File: src/rtl/dac_update_sequencer.sv
// Sequences one synchronous DAC update: SPI launch, drain wait, LDAC pulse, BUSY wait.
module dac_update_sequencer #(
    parameter int unsigned DACN         = 2,
    parameter int unsigned LDAC_CYCLES  = 2,
    parameter int unsigned SPI_TIMEOUT  = 4096,
    parameter int unsigned BUSY_TIMEOUT = 1024
) (
    input  logic            clock,
    input  logic            reset_n,
    input  logic            start,
    input  logic [DACN-1:0] channel_mask,
    output logic            ready,
    output logic            done,
    output logic            error,
    output logic [1:0]      error_code,
    output logic [DACN-1:0] active_mask,
    input  logic [DACN-1:0] fifo_empty,
    input  logic [DACN-1:0] spi_busy,
    output logic [DACN-1:0] spi_start_transmit,
    input  logic [DACN-1:0] dac_busy_n,
    output logic [DACN-1:0] dac_ldac_n
);

    localparam int unsigned TMAX  = (SPI_TIMEOUT > BUSY_TIMEOUT) ? SPI_TIMEOUT : BUSY_TIMEOUT;
    localparam int unsigned CNT_W = $clog2(TMAX) + 1;

    localparam logic [CNT_W-1:0] CNT_SAT    = '1;
    localparam logic [CNT_W-1:0] SPI_GUARD  = CNT_W'(2);
    localparam logic [CNT_W-1:0] BUSY_GUARD = CNT_W'(1);
    localparam logic [CNT_W-1:0] SPI_LAST   = CNT_W'(SPI_TIMEOUT - 1);
    localparam logic [CNT_W-1:0] BUSY_LAST  = CNT_W'(BUSY_TIMEOUT - 1);
    localparam logic [CNT_W-1:0] LDAC_LAST  = CNT_W'(LDAC_CYCLES - 1);

    localparam logic [1:0] CODE_OK       = 2'b00;
    localparam logic [1:0] CODE_EMPTY    = 2'b01;
    localparam logic [1:0] CODE_SPI_TO   = 2'b10;
    localparam logic [1:0] CODE_BUSY_TO  = 2'b11;

    typedef enum logic [2:0] {
        S_IDLE,
        S_LAUNCH,
        S_WAIT_SPI,
        S_LDAC,
        S_WAIT_BUSY,
        S_DONE,
        S_ERR
    } state_t;

    state_t            state_q, state_d;
    logic [CNT_W-1:0]  cnt_q, cnt_d;
    logic              ready_q, ready_d;
    logic              done_q, done_d;
    logic              error_q, error_d;
    logic [1:0]        code_q, code_d;
    logic [DACN-1:0]   active_q, active_d;
    logic [DACN-1:0]   launch_q, launch_d;
    logic [DACN-1:0]   ldac_n_q, ldac_n_d;
    logic [DACN-1:0]   busy_meta_q, busy_sync_q;

    logic [DACN-1:0]   req_mask;
    logic              spi_drained;
    logic              busy_released;

    // Two-flop synchroniser for the asynchronous DAC BUSY inputs
    always_ff @(posedge clock or negedge reset_n) begin
        if (!reset_n) begin
            busy_meta_q <= '1;
            busy_sync_q <= '1;
        end else begin
            busy_meta_q <= dac_busy_n;
            busy_sync_q <= busy_meta_q;
        end
    end

    // Completion conditions for the two wait states
    always_comb begin
        req_mask      = channel_mask & ~fifo_empty;
        spi_drained   = ((spi_busy & active_q) == '0) && ((fifo_empty & active_q) == active_q);
        busy_released = &(busy_sync_q | ~active_q);
    end

    // Next-state, shared counter and registered-output computation
    always_comb begin
        state_d  = state_q;
        cnt_d    = (cnt_q == CNT_SAT) ? cnt_q : cnt_q + CNT_W'(1);
        code_d   = code_q;
        active_d = active_q;

        case (state_q)
            S_IDLE: begin
                cnt_d = '0;
                if (start) begin
                    active_d = req_mask;
                    code_d   = CODE_OK;
                    if (req_mask == '0) begin
                        code_d  = CODE_EMPTY;
                        state_d = S_DONE;
                    end else begin
                        state_d = S_LAUNCH;
                    end
                end
            end
            S_LAUNCH: begin
                cnt_d   = '0;
                state_d = S_WAIT_SPI;
            end
            S_WAIT_SPI: begin
                // Completion is checked first so it wins over a simultaneous timeout
                if ((cnt_q >= SPI_GUARD) && spi_drained) begin
                    cnt_d   = '0;
                    state_d = S_LDAC;
                end else if (cnt_q >= SPI_LAST) begin
                    code_d  = CODE_SPI_TO;
                    state_d = S_ERR;
                end
            end
            S_LDAC: begin
                if (cnt_q >= LDAC_LAST) begin
                    cnt_d   = '0;
                    state_d = S_WAIT_BUSY;
                end
            end
            S_WAIT_BUSY: begin
                if ((cnt_q >= BUSY_GUARD) && busy_released) begin
                    state_d = S_DONE;
                end else if (cnt_q >= BUSY_LAST) begin
                    code_d  = CODE_BUSY_TO;
                    state_d = S_ERR;
                end
            end
            S_DONE: begin
                cnt_d   = '0;
                state_d = S_IDLE;
            end
            S_ERR: begin
                cnt_d   = '0;
                state_d = S_IDLE;
            end
            default: begin
                cnt_d   = '0;
                state_d = S_IDLE;
            end
        endcase

        // Outputs are decoded from the next state so they line up with the state register
        ready_d  = (state_d == S_IDLE);
        done_d   = (state_d == S_DONE);
        error_d  = (state_d == S_ERR);
        launch_d = (state_d == S_LAUNCH) ? active_d : '0;
        ldac_n_d = (state_d == S_LDAC) ? ~active_d : '1;
    end

    // State, counter and output registers
    always_ff @(posedge clock or negedge reset_n) begin
        if (!reset_n) begin
            state_q  <= S_IDLE;
            cnt_q    <= '0;
            ready_q  <= 1'b1;
            done_q   <= 1'b0;
            error_q  <= 1'b0;
            code_q   <= CODE_OK;
            active_q <= '0;
            launch_q <= '0;
            ldac_n_q <= '1;
        end else begin
            state_q  <= state_d;
            cnt_q    <= cnt_d;
            ready_q  <= ready_d;
            done_q   <= done_d;
            error_q  <= error_d;
            code_q   <= code_d;
            active_q <= active_d;
            launch_q <= launch_d;
            ldac_n_q <= ldac_n_d;
        end
    end

    assign ready              = ready_q;
    assign done               = done_q;
    assign error              = error_q;
    assign error_code         = code_q;
    assign active_mask        = active_q;
    assign spi_start_transmit = launch_q;
    assign dac_ldac_n         = ldac_n_q;

endmodule

File: config.mk
export PLATFORM = sky130hd
export DESIGN_NAME = dac_update_sequencer
export DESIGN_NICKNAME = d
export VERILOG_FILES = /design/src/rtl/dac_update_sequencer.sv
export SDC_FILE = /design/constraint.sdc
export NUM_CORES = 1
export LEC_CHECK = 0
export CORE_ASPECT_RATIO = 1.5
export CORE_MARGIN = 2
export CORE_UTILIZATION = 55
export CTS_CLUSTER_SIZE = 30
export DETAILED_ROUTE_END_ITERATION = 7
export PLACE_DENSITY = 0.79
export SYNTH_ARGS = -nofsm -noshare
export SYNTH_HDL_FRONTEND = slang
export SYNTH_SLANG_ARGS = --single-unit
File: constraint.sdc
create_clock -name clock -period 4.32 [get_ports clock]
set_clock_uncertainty 0.05 [all_clocks]
set_input_delay 1.08 -clock clock [delete_from_list [all_inputs] [get_ports clock]]
set_output_delay 1.08 -clock clock [all_outputs]
set_load 0.005 [all_outputs]
==> metrics.sh, run 1 <==
DRIVE_GT1_SHARE_PCT=10.5
HOLD_VIOL=0
POST-ROUTE-CELL-AREA_MM2=0.00187
ASYNC_FLOP_SHARE_PCT=100
GRT_START_MAX_NET_PINS=32
LAYOUT.CELLS.MOST_COMMON='sky130_fd_sc_hd__dfrtp_1'
CORE_AREA_MM2=0.00268
PLACED_CELL_AREA_MM2=0.00179
DRT-WIRELENGTH-PER-CELL_UM=14.4
CLOCK.FMAX_MHz=342
FIN_TNS_SETUP_NS=0
MET2WIRELENGTH_UM=1700
MULTI_INPUT_GATE_AREA_IN_THE_FINAL_LAYOUT_UM2=704
MAXCAPVIOLCOUNT=0
FIN_TOTAL_PWR_uW=939
SYNTH-EDFF-COUNT=0
GRTUSAGETOTAL_PCT=24.4
PORTION_OF_THE_CLOCK_CYCLE_CONSUMED_BY_THE_WORST_PATH_IN_THE_FINAL_LAYOUT_PCT=67.7
CTS-HOLD-FIX-BUFFERS=0
BIGGEST_AREA_CONSUMER_AMONG_SYNTHESIZED_CELLS='sky130_fd_sc_hd__dfrtp_1'
FILLCELLCOUNT=215
FIN_HOLD_WS_NS=0.305
GRT-OVFL-TOTAL=0
MOSTFREQUENTLAYOUTCELLS='24 x sky130_fd_sc_hd__dfrtp_1, 21 x sky130_fd_sc_hd__clkdlybuf4s50_1, 19 x sky130_fd_sc_hd__nor2_1, 10 x sky130_fd_sc_hd__inv_1, 10 x sky130_fd_sc_hd__nor3_1'
DRTANTENNAVIOLNETS=0
SYNTH_NET_COUNT=168
YOSYS_WARNINGS=0
REQUIRED_NS=4.39
AVGSYNTHCELLAREA_UM2=10.0
RSZ0062_AT_GRT='no'
NUM-NETS-FINAL=194
POST-ROUTE-MIN-PERIOD_NS=2.92
SYNTH_FF_TYPE='sky130_fd_sc_hd__dfrtp_1'
SYN_TO_FINAL_GROWTH_PCT=21.5
CTS_NUM_SINKS=31
TIMING.SETUP.CRITICAL_PATH_CLASS='in2reg'
CTS-BUFFERS-INSERTED=5
WIRELENGTH_UM=3140
OUTCOME='completed'
HOLD_REMOVAL_PATH_CLASS='reg2reg'
SYNTH_CELL_TYPE_COUNT=41
CRITPATHTOPFAMILY='compound AO/OA/AOI/OAI gates'
INITIAL_UTILIZATION_PCT=57.6
CRITPATHLAUNCHTYPE='input pin'
MAX_STAGE_DELAY_NS=0.80
CLOCKBUFFERDEPTH=2
VDD_IR_DROP_MAX_mV=0.292
SYN-INSTANCE-COUNT=154
CRITICAL_PATH.ENDPOINT_TYPE='flop'
PWR_DENSITY_CELL_mW_PER_MM2=502
WORSTPATHARRIVAL_NS=2.99
YOSYS_REGISTER_BITS=31
FIRST_GLOBAL_VIAS=1305
DIE_Y_UM=68.8
WORST_PATH_MAX_FANOUT=13
FINAL-SETUP-VIOL-COUNT=0
PRE_ANTENNA_DRT_ITERS=4
SYNTH_SEQ_AREA_SHARE_PCT=50.9
SLEW_HEADROOM_PCT=31.9
PLACEMENT_ROWS=23
PORT_BUFFERS=21
TOP_LAYER='met4'
REMAINING_DRC_ERRORS=0
FINAL-SEQ-AREA_UM2=785
NUM_ANTENNA_CELLS=0
CRIT_PATH_CELL_TRACE='clkdlybuf4s50_1 -> nand2b_1 -> a22oi_1 -> a311oi_1 -> a21oi_1 -> nor2_1'
ROUTEDLENGTHMET1_UM=1190
TRITONCTS='done'
WL_MET3_UM=129
CLK_PIN_SLEW_WORST_PATHS_NS=0.06
CLK_ROOT_BUFFER_CELL='sky130_fd_sc_hd__clkbuf_8'
CRITICAL_PATH_BUF_INV_COUNT=1
ANTENNA_FOUND_INITIAL=0
WORST_PIN_SLEW_NS=1.02
NETLIST.AREA_LEADER.SHARE_PCT=39.0
FIRST_PASS_GRT_WIRE_LENGTH_UM=5510
CTS-RESIZED-GATES=0
PLACE_WORST_SETUP_SLACK_NS=1.07
GP_CONGESTION=0.949
POST-CTS-SETUP-BUFFER-COUNT=0
VIASPERCELL=5.73
FINAL.SETUP.WORST_SLACK_NS=1.40
DIEAREA_MM2=0.00325
CHIPWIDTH_UM=47.2
DRV_SLEW=0
POST_SYNTH_MAIN_AREA_CONTRIBUTORS='sky130_fd_sc_hd__dfrtp_1 39%, sky130_fd_sc_hd__dfstp_2 12%, sky130_fd_sc_hd__nor2_1 4.6%'
VIAS=1250
WORST_PATH_MAX_DELAY_CELL='sky130_fd_sc_hd__a21oi_1'
LEAKAGE_COMPONENT_OF_THE_POWER_uW=0.000790
CTS_MAX_LEVEL=2
IOPINCOUNT=22
DP.FINAL_HPWL_UM=2330
SYNTH_AREA_MM2=0.00154
CLK-INSERTION-DELAY-LATE_NS=0.29
DRT_FIRST_ITER_VIOLATIONS=22
[cells in the mapped netlist, types with 2 or more instances]
master	instances
sky130_fd_sc_hd__nor2_1	19
sky130_fd_sc_hd__nand2b_1	6
sky130_fd_sc_hd__nor2b_1	3
sky130_fd_sc_hd__xnor2_1	6
sky130_fd_sc_hd__ha_1	3
sky130_fd_sc_hd__a41o_1	2
sky130_fd_sc_hd__o21ai_0	2
sky130_fd_sc_hd__a21o_1	2
sky130_fd_sc_hd__nor4_1	2
sky130_fd_sc_hd__nand3_1	5
sky130_fd_sc_hd__a22oi_1	3
sky130_fd_sc_hd__nand2_1	9
sky130_fd_sc_hd__buf_2	2
sky130_fd_sc_hd__nor3_1	10
sky130_fd_sc_hd__dfrtp_1	24
sky130_fd_sc_hd__a211oi_1	3
sky130_fd_sc_hd__dfstp_2	7
sky130_fd_sc_hd__xor2_1	3
sky130_fd_sc_hd__a21oi_1	8
sky130_fd_sc_hd__inv_1	10
sky130_fd_sc_hd__nand4_1	4
sky130_fd_sc_hd__o211ai_1	2
[stage by stage]
step | std cells | util (%)
after global routing | 218 | 69.9
final | 218 | 69.9
after CTS | 218 | 69.9
after detailed placement | 210 | 66.9
after global placement | 210 | 66.9
after floorplan | 154 | -
[final timing paths]
kind	startpoint	to	slack, ns	cells past startpoint
min in group asynchronous	reset_n	spi_start_transmit[0]	1.13	2
worst max register to register	cnt_q[1]	cnt_q[0]	1.94	7
worst min register to register	busy_meta_q[1]	busy_sync_q[1]	0.30	0
worst min-delay path	busy_meta_q[1]	busy_sync_q[1]	0.30	0
worst max-delay path	fifo_empty[1]	cnt_q[0]	1.40	6
max in group asynchronous	reset_n	ready	2.75	2
[registers in the layout (all words and copies together) (netlist names)]
signal / flops
dac_ldac_n: 2
error: 1
busy_meta_q: 2
state_q: 3
ready: 1
active_mask: 2
spi_start_transmit: 2
error_code: 2
cnt_q: 13
busy_sync_q: 2
done: 1
[per-layer routing]
metal / global-route usage [%] / vias up
met2: 42.0 / 37
met1: 25.9 / 605
met3: 6.51 / 13
li1: - / 595
met5: 0 / -
met4: 13.9 / 0
[logic make-up (layout without fill, tap and decap cells)]
logic type | count (synthesis) | after routing | synth area share [%]
fa+ha+maj | 3 | 3 | 2.44
xor+xnor | 9 | 9 | 5.12
simple gates | 66 | 66 | 22.7
mux | 1 | 1 | 0.731
compound gates | 31 | 31 | 14.7
buf+inv | 13 | 40 | 3.33
flops | 31 | 31 | 50.9
[report_power, final]
group	switching [uW]	total (uW)	internal, uW
logic	176	322	147
registers	56.7	405	348
clock network	99.4	212	113
[area by class of cell]
type / instances / share of cell area, %
sequential: 31 / 41.9
multi-input combinational: 110 / 37.6
clock inverter: 1 / 0.267
clock buffer: 7 / 4.08
inverter: 10 / 2.01
tap: 37 / 2.47
timing repair buffer: 22 / 11.6
Power figures use the tool's default switching activity.
==> run 2, diff against run 1 <==
Settings changed: CORE_UTILIZATION 55 to 48, PLACE_DENSITY 0.79 to 0.73.
Clock period 4.32 ns to 2.4 ns, I/O delays scaled along.
==> run 2 against run 1 <==
Sequential share of layout area down 0.77 points. Critical endpoint is now cnt_q[11]. Via count down 0.96%. Largest cell class unchanged. Sequential power up 80%. Setup slack worse by 1.2 ns. Die area up 14%. Non-clock buffer count up 3.
==> metrics.sh, run 2 (synthesis gave the netlist of run 1 again) <==
OUTCOME='completed'
RSZ0062_AT_GRT='no'
PRE_ANTENNA_DRT_ITERS=4  # unchanged
ANTENNA_FOUND_INITIAL=0  # unchanged
SWITCHINGPOWER_uW=605  # +82%
PWR_DENSITY_CELL_mW_PER_MM2=908  # +81%
PLACEMENT_ROWS=25  # +8.7%
DRV_SLEW=0  # unchanged
PORT_BUFFERS=21  # unchanged
CRITPATHLAUNCHTYPE='flop'
WORST_PATH_MAX_DELAY_CELL='sky130_fd_sc_hd__or4_1'
CLK-INSERTION-DELAY-LATE_NS=0.29  # about the same
MOSTFREQUENTLAYOUTCELLS='24 x sky130_fd_sc_hd__dfrtp_1, 21 x sky130_fd_sc_hd__clkdlybuf4s50_1, 19 x sky130_fd_sc_hd__nor2_1, 10 x sky130_fd_sc_hd__inv_1, 10 x sky130_fd_sc_hd__nor3_1'
CORE_AREA_MM2=0.00310  # +16%
NUM-NETS-FINAL=197  # +1.5%
SYN_TO_FINAL_GROWTH_PCT=23.8
DRIVE_GT1_SHARE_PCT=13.6  # +3.1 points
WORST_PATH_MAX_FANOUT=7  # -6
WORST-R2R-SETUP-SLACK_NS=0.24  # -1.70 ns
DIE_Y_UM=73.4  # +6.6%
GP_CONGESTION=0.865  # -8.9%
GRT-OVFL-TOTAL=0  # unchanged
TRITONCTS='done'
SWSHARE_PCT=34.9  # -0.39 points
FIN_TOTAL_PWR_uW=1730  # +84%
MAX_STAGE_DELAY_NS=0.69  # -0.11 ns
CRITICAL_PATH.ENDPOINT_TYPE='flop'
FILLCELLCOUNT=266  # +24%
WIRELENGTH_UM=3120  # -0.41%
POST-CTS-SETUP-BUFFER-COUNT=0  # unchanged
CTS-BUFFERS-INSERTED=5  # unchanged
CTS_NUM_SINKS=31  # unchanged
MAXCAPVIOLCOUNT=0  # unchanged
PORTION_OF_THE_CLOCK_CYCLE_CONSUMED_BY_THE_WORST_PATH_IN_THE_FINAL_LAYOUT_PCT=89.9
CTS-HOLD-FIX-BUFFERS=0  # unchanged
FLIP_FLOP_COUNT_OF_THE_LARGEST_REGISTER_ALL_COPIES_AND_WORDS_ADDED=13  # unchanged
POST-ROUTE-CELL-AREA_MM2=0.00191  # +1.9%
REG.LARGEST.LIST='cnt_q: 13 flops, state_q: 3 flops'
FIRST_PASS_GRT_WIRE_LENGTH_UM=5440  # -1.3%
CLK_ROOT_BUFFER_CELL='sky130_fd_sc_hd__clkbuf_8'
REMAINING_DRC_ERRORS=0  # unchanged
CTS_MAX_LEVEL=2  # unchanged
DRTANTENNAVIOLNETS=0  # unchanged
HOLD_VIOL=0  # unchanged
WORST_PIN_SLEW_NS=0.559  # -0.462 ns
POWER.INTERNAL_uW=1130  # +86%
DRT-WIRELENGTH-PER-CELL_UM=13.9  # -3.1%
INITIAL_UTILIZATION_PCT=49.7  # -7.8 points
REQUIRED_NS=2.53  # -1.86 ns
CRITICAL_PATH_BUF_INV_COUNT=1  # unchanged
DP.FINAL_HPWL_UM=2370  # +1.7%
POST-ROUTE-MIN-PERIOD_NS=2.16
LAYOUT.CELLS.MOST_COMMON='sky130_fd_sc_hd__dfrtp_1'
TIMING.SETUP.CRITICAL_PATH_CLASS='reg2reg'
WORSTPATHARRIVAL_NS=2.28  # -0.71 ns
CHIPWIDTH_UM=50.3  # +6.4%
IOPINCOUNT=22  # unchanged
CRIT_PATH_CELL_TRACE='ha_1 -> inv_1 -> or4_1 -> nand4_1 -> xor2_1 -> nor2_1'
VIAS=1238  # -0.96%
SHARE_OF_POWER_BURNED_IN_THE_CLOCK_NETWORK_PCT=22.4  # -0.2 points
CRITPATHTOPFAMILY='simple AND/OR/NAND/NOR gates'
FIRST_GLOBAL_VIAS=1277  # -2.1%
VDD_IR_DROP_MAX_mV=0.509  # +74%
FIN_TNS_SETUP_NS=0  # unchanged
LEAKAGE_COMPONENT_OF_THE_POWER_uW=0.000810  # +2.6%
VIASPERCELL=5.53  # -3.6%
TOP_REGISTER='cnt_q'
POWER.SHARE.COMBINATIONAL_PCT=35.5  # +1.2 points
FINAL-SETUP-VIOL-COUNT=0  # unchanged
CLOCK.FMAX_MHz=463
GRT_START_MAX_NET_PINS=32  # unchanged
SLEW_HEADROOM_PCT=62.3  # +30 points
GRTUSAGETOTAL_PCT=20.4  # -4.0 points
DIEAREA_MM2=0.00369  # +14%
HOLD_REMOVAL_PATH_CLASS='reg2reg'
NUM_ANTENNA_CELLS=0  # unchanged
CLOCKBUFFERDEPTH=2  # unchanged
DRT_FIRST_ITER_VIOLATIONS=40  # +82%
PLACED_CELL_AREA_MM2=0.00182  # +1.5%
FIN_HOLD_WS_NS=0.306  # +0.00106 ns
CLK_PIN_SLEW_WORST_PATHS_NS=0.06  # about the same
POWER.SHARE.SEQUENTIAL_PCT=42.2  # -0.9 points
## run 2: per-stage QoR
step / setup WS (ns) / util, % / instances
3_3_place_gp: 0.147 / 58.7 / 216
3_5_place_dp: 0.124 / 58.7 / 216
6_report: 0.242 / 61.6 / 224
5_1_grt: 0.0464 / 61.6 / 224
4_1_cts: 0.242 / 61.4 / 224
2_1_floorplan: 0.513 / - / 154
## run 2: final cells by class
type	count	area, um2	area share (%)
clock buffers	5	68.8	3.61
repair buffers	25	240	12.6
clock inverters	3	15.0	0.787
multi-input cells	110	711	37.3
inverters	10	37.5	1.97
well taps	40	50.0	2.62
flip-flops and latches	31	785	41.1
## run 2: worst paths after layout
check,startpoint,to,depth (start not counted)
worst max-delay path,cnt_q[0],cnt_q[11],6
worst min-delay path,busy_meta_q[0],busy_sync_q[0],0
worst max register to register,cnt_q[0],cnt_q[11],6
worst min register to register,busy_meta_q[0],busy_sync_q[0],0
max in group asynchronous,reset_n,ready,2
min in group asynchronous,reset_n,spi_start_transmit[1],2
## run 2: power groups by stage
stage	sequential [uW]	clock, uW	combinational (uW)
finish	731	387	614
global route	749	424	693
global placement	733	0	597
detailed placement	738	0	616
CTS	729	397	618
floorplan	712	0	368
## run 2: timing repair
| item | in CTS | in global routing |
|---|---|---|
| endpoints found under the hold margin | 0 | 0 |
| gates resized for setup | 0 | 1 |
| endpoints found under the setup margin | 0 | 2 |
## run 2: layer usage
metal | track usage (%) | up-vias | share of wire, %
met1 | 20.3 | 603 | 38
met5 | 0 | - | 0
met2 | 37.0 | 20 | 56
met4 | 11.7 | 0 | 2.6
li1 | - | 609 | -
met3 | 6.10 | 6 | 3.6
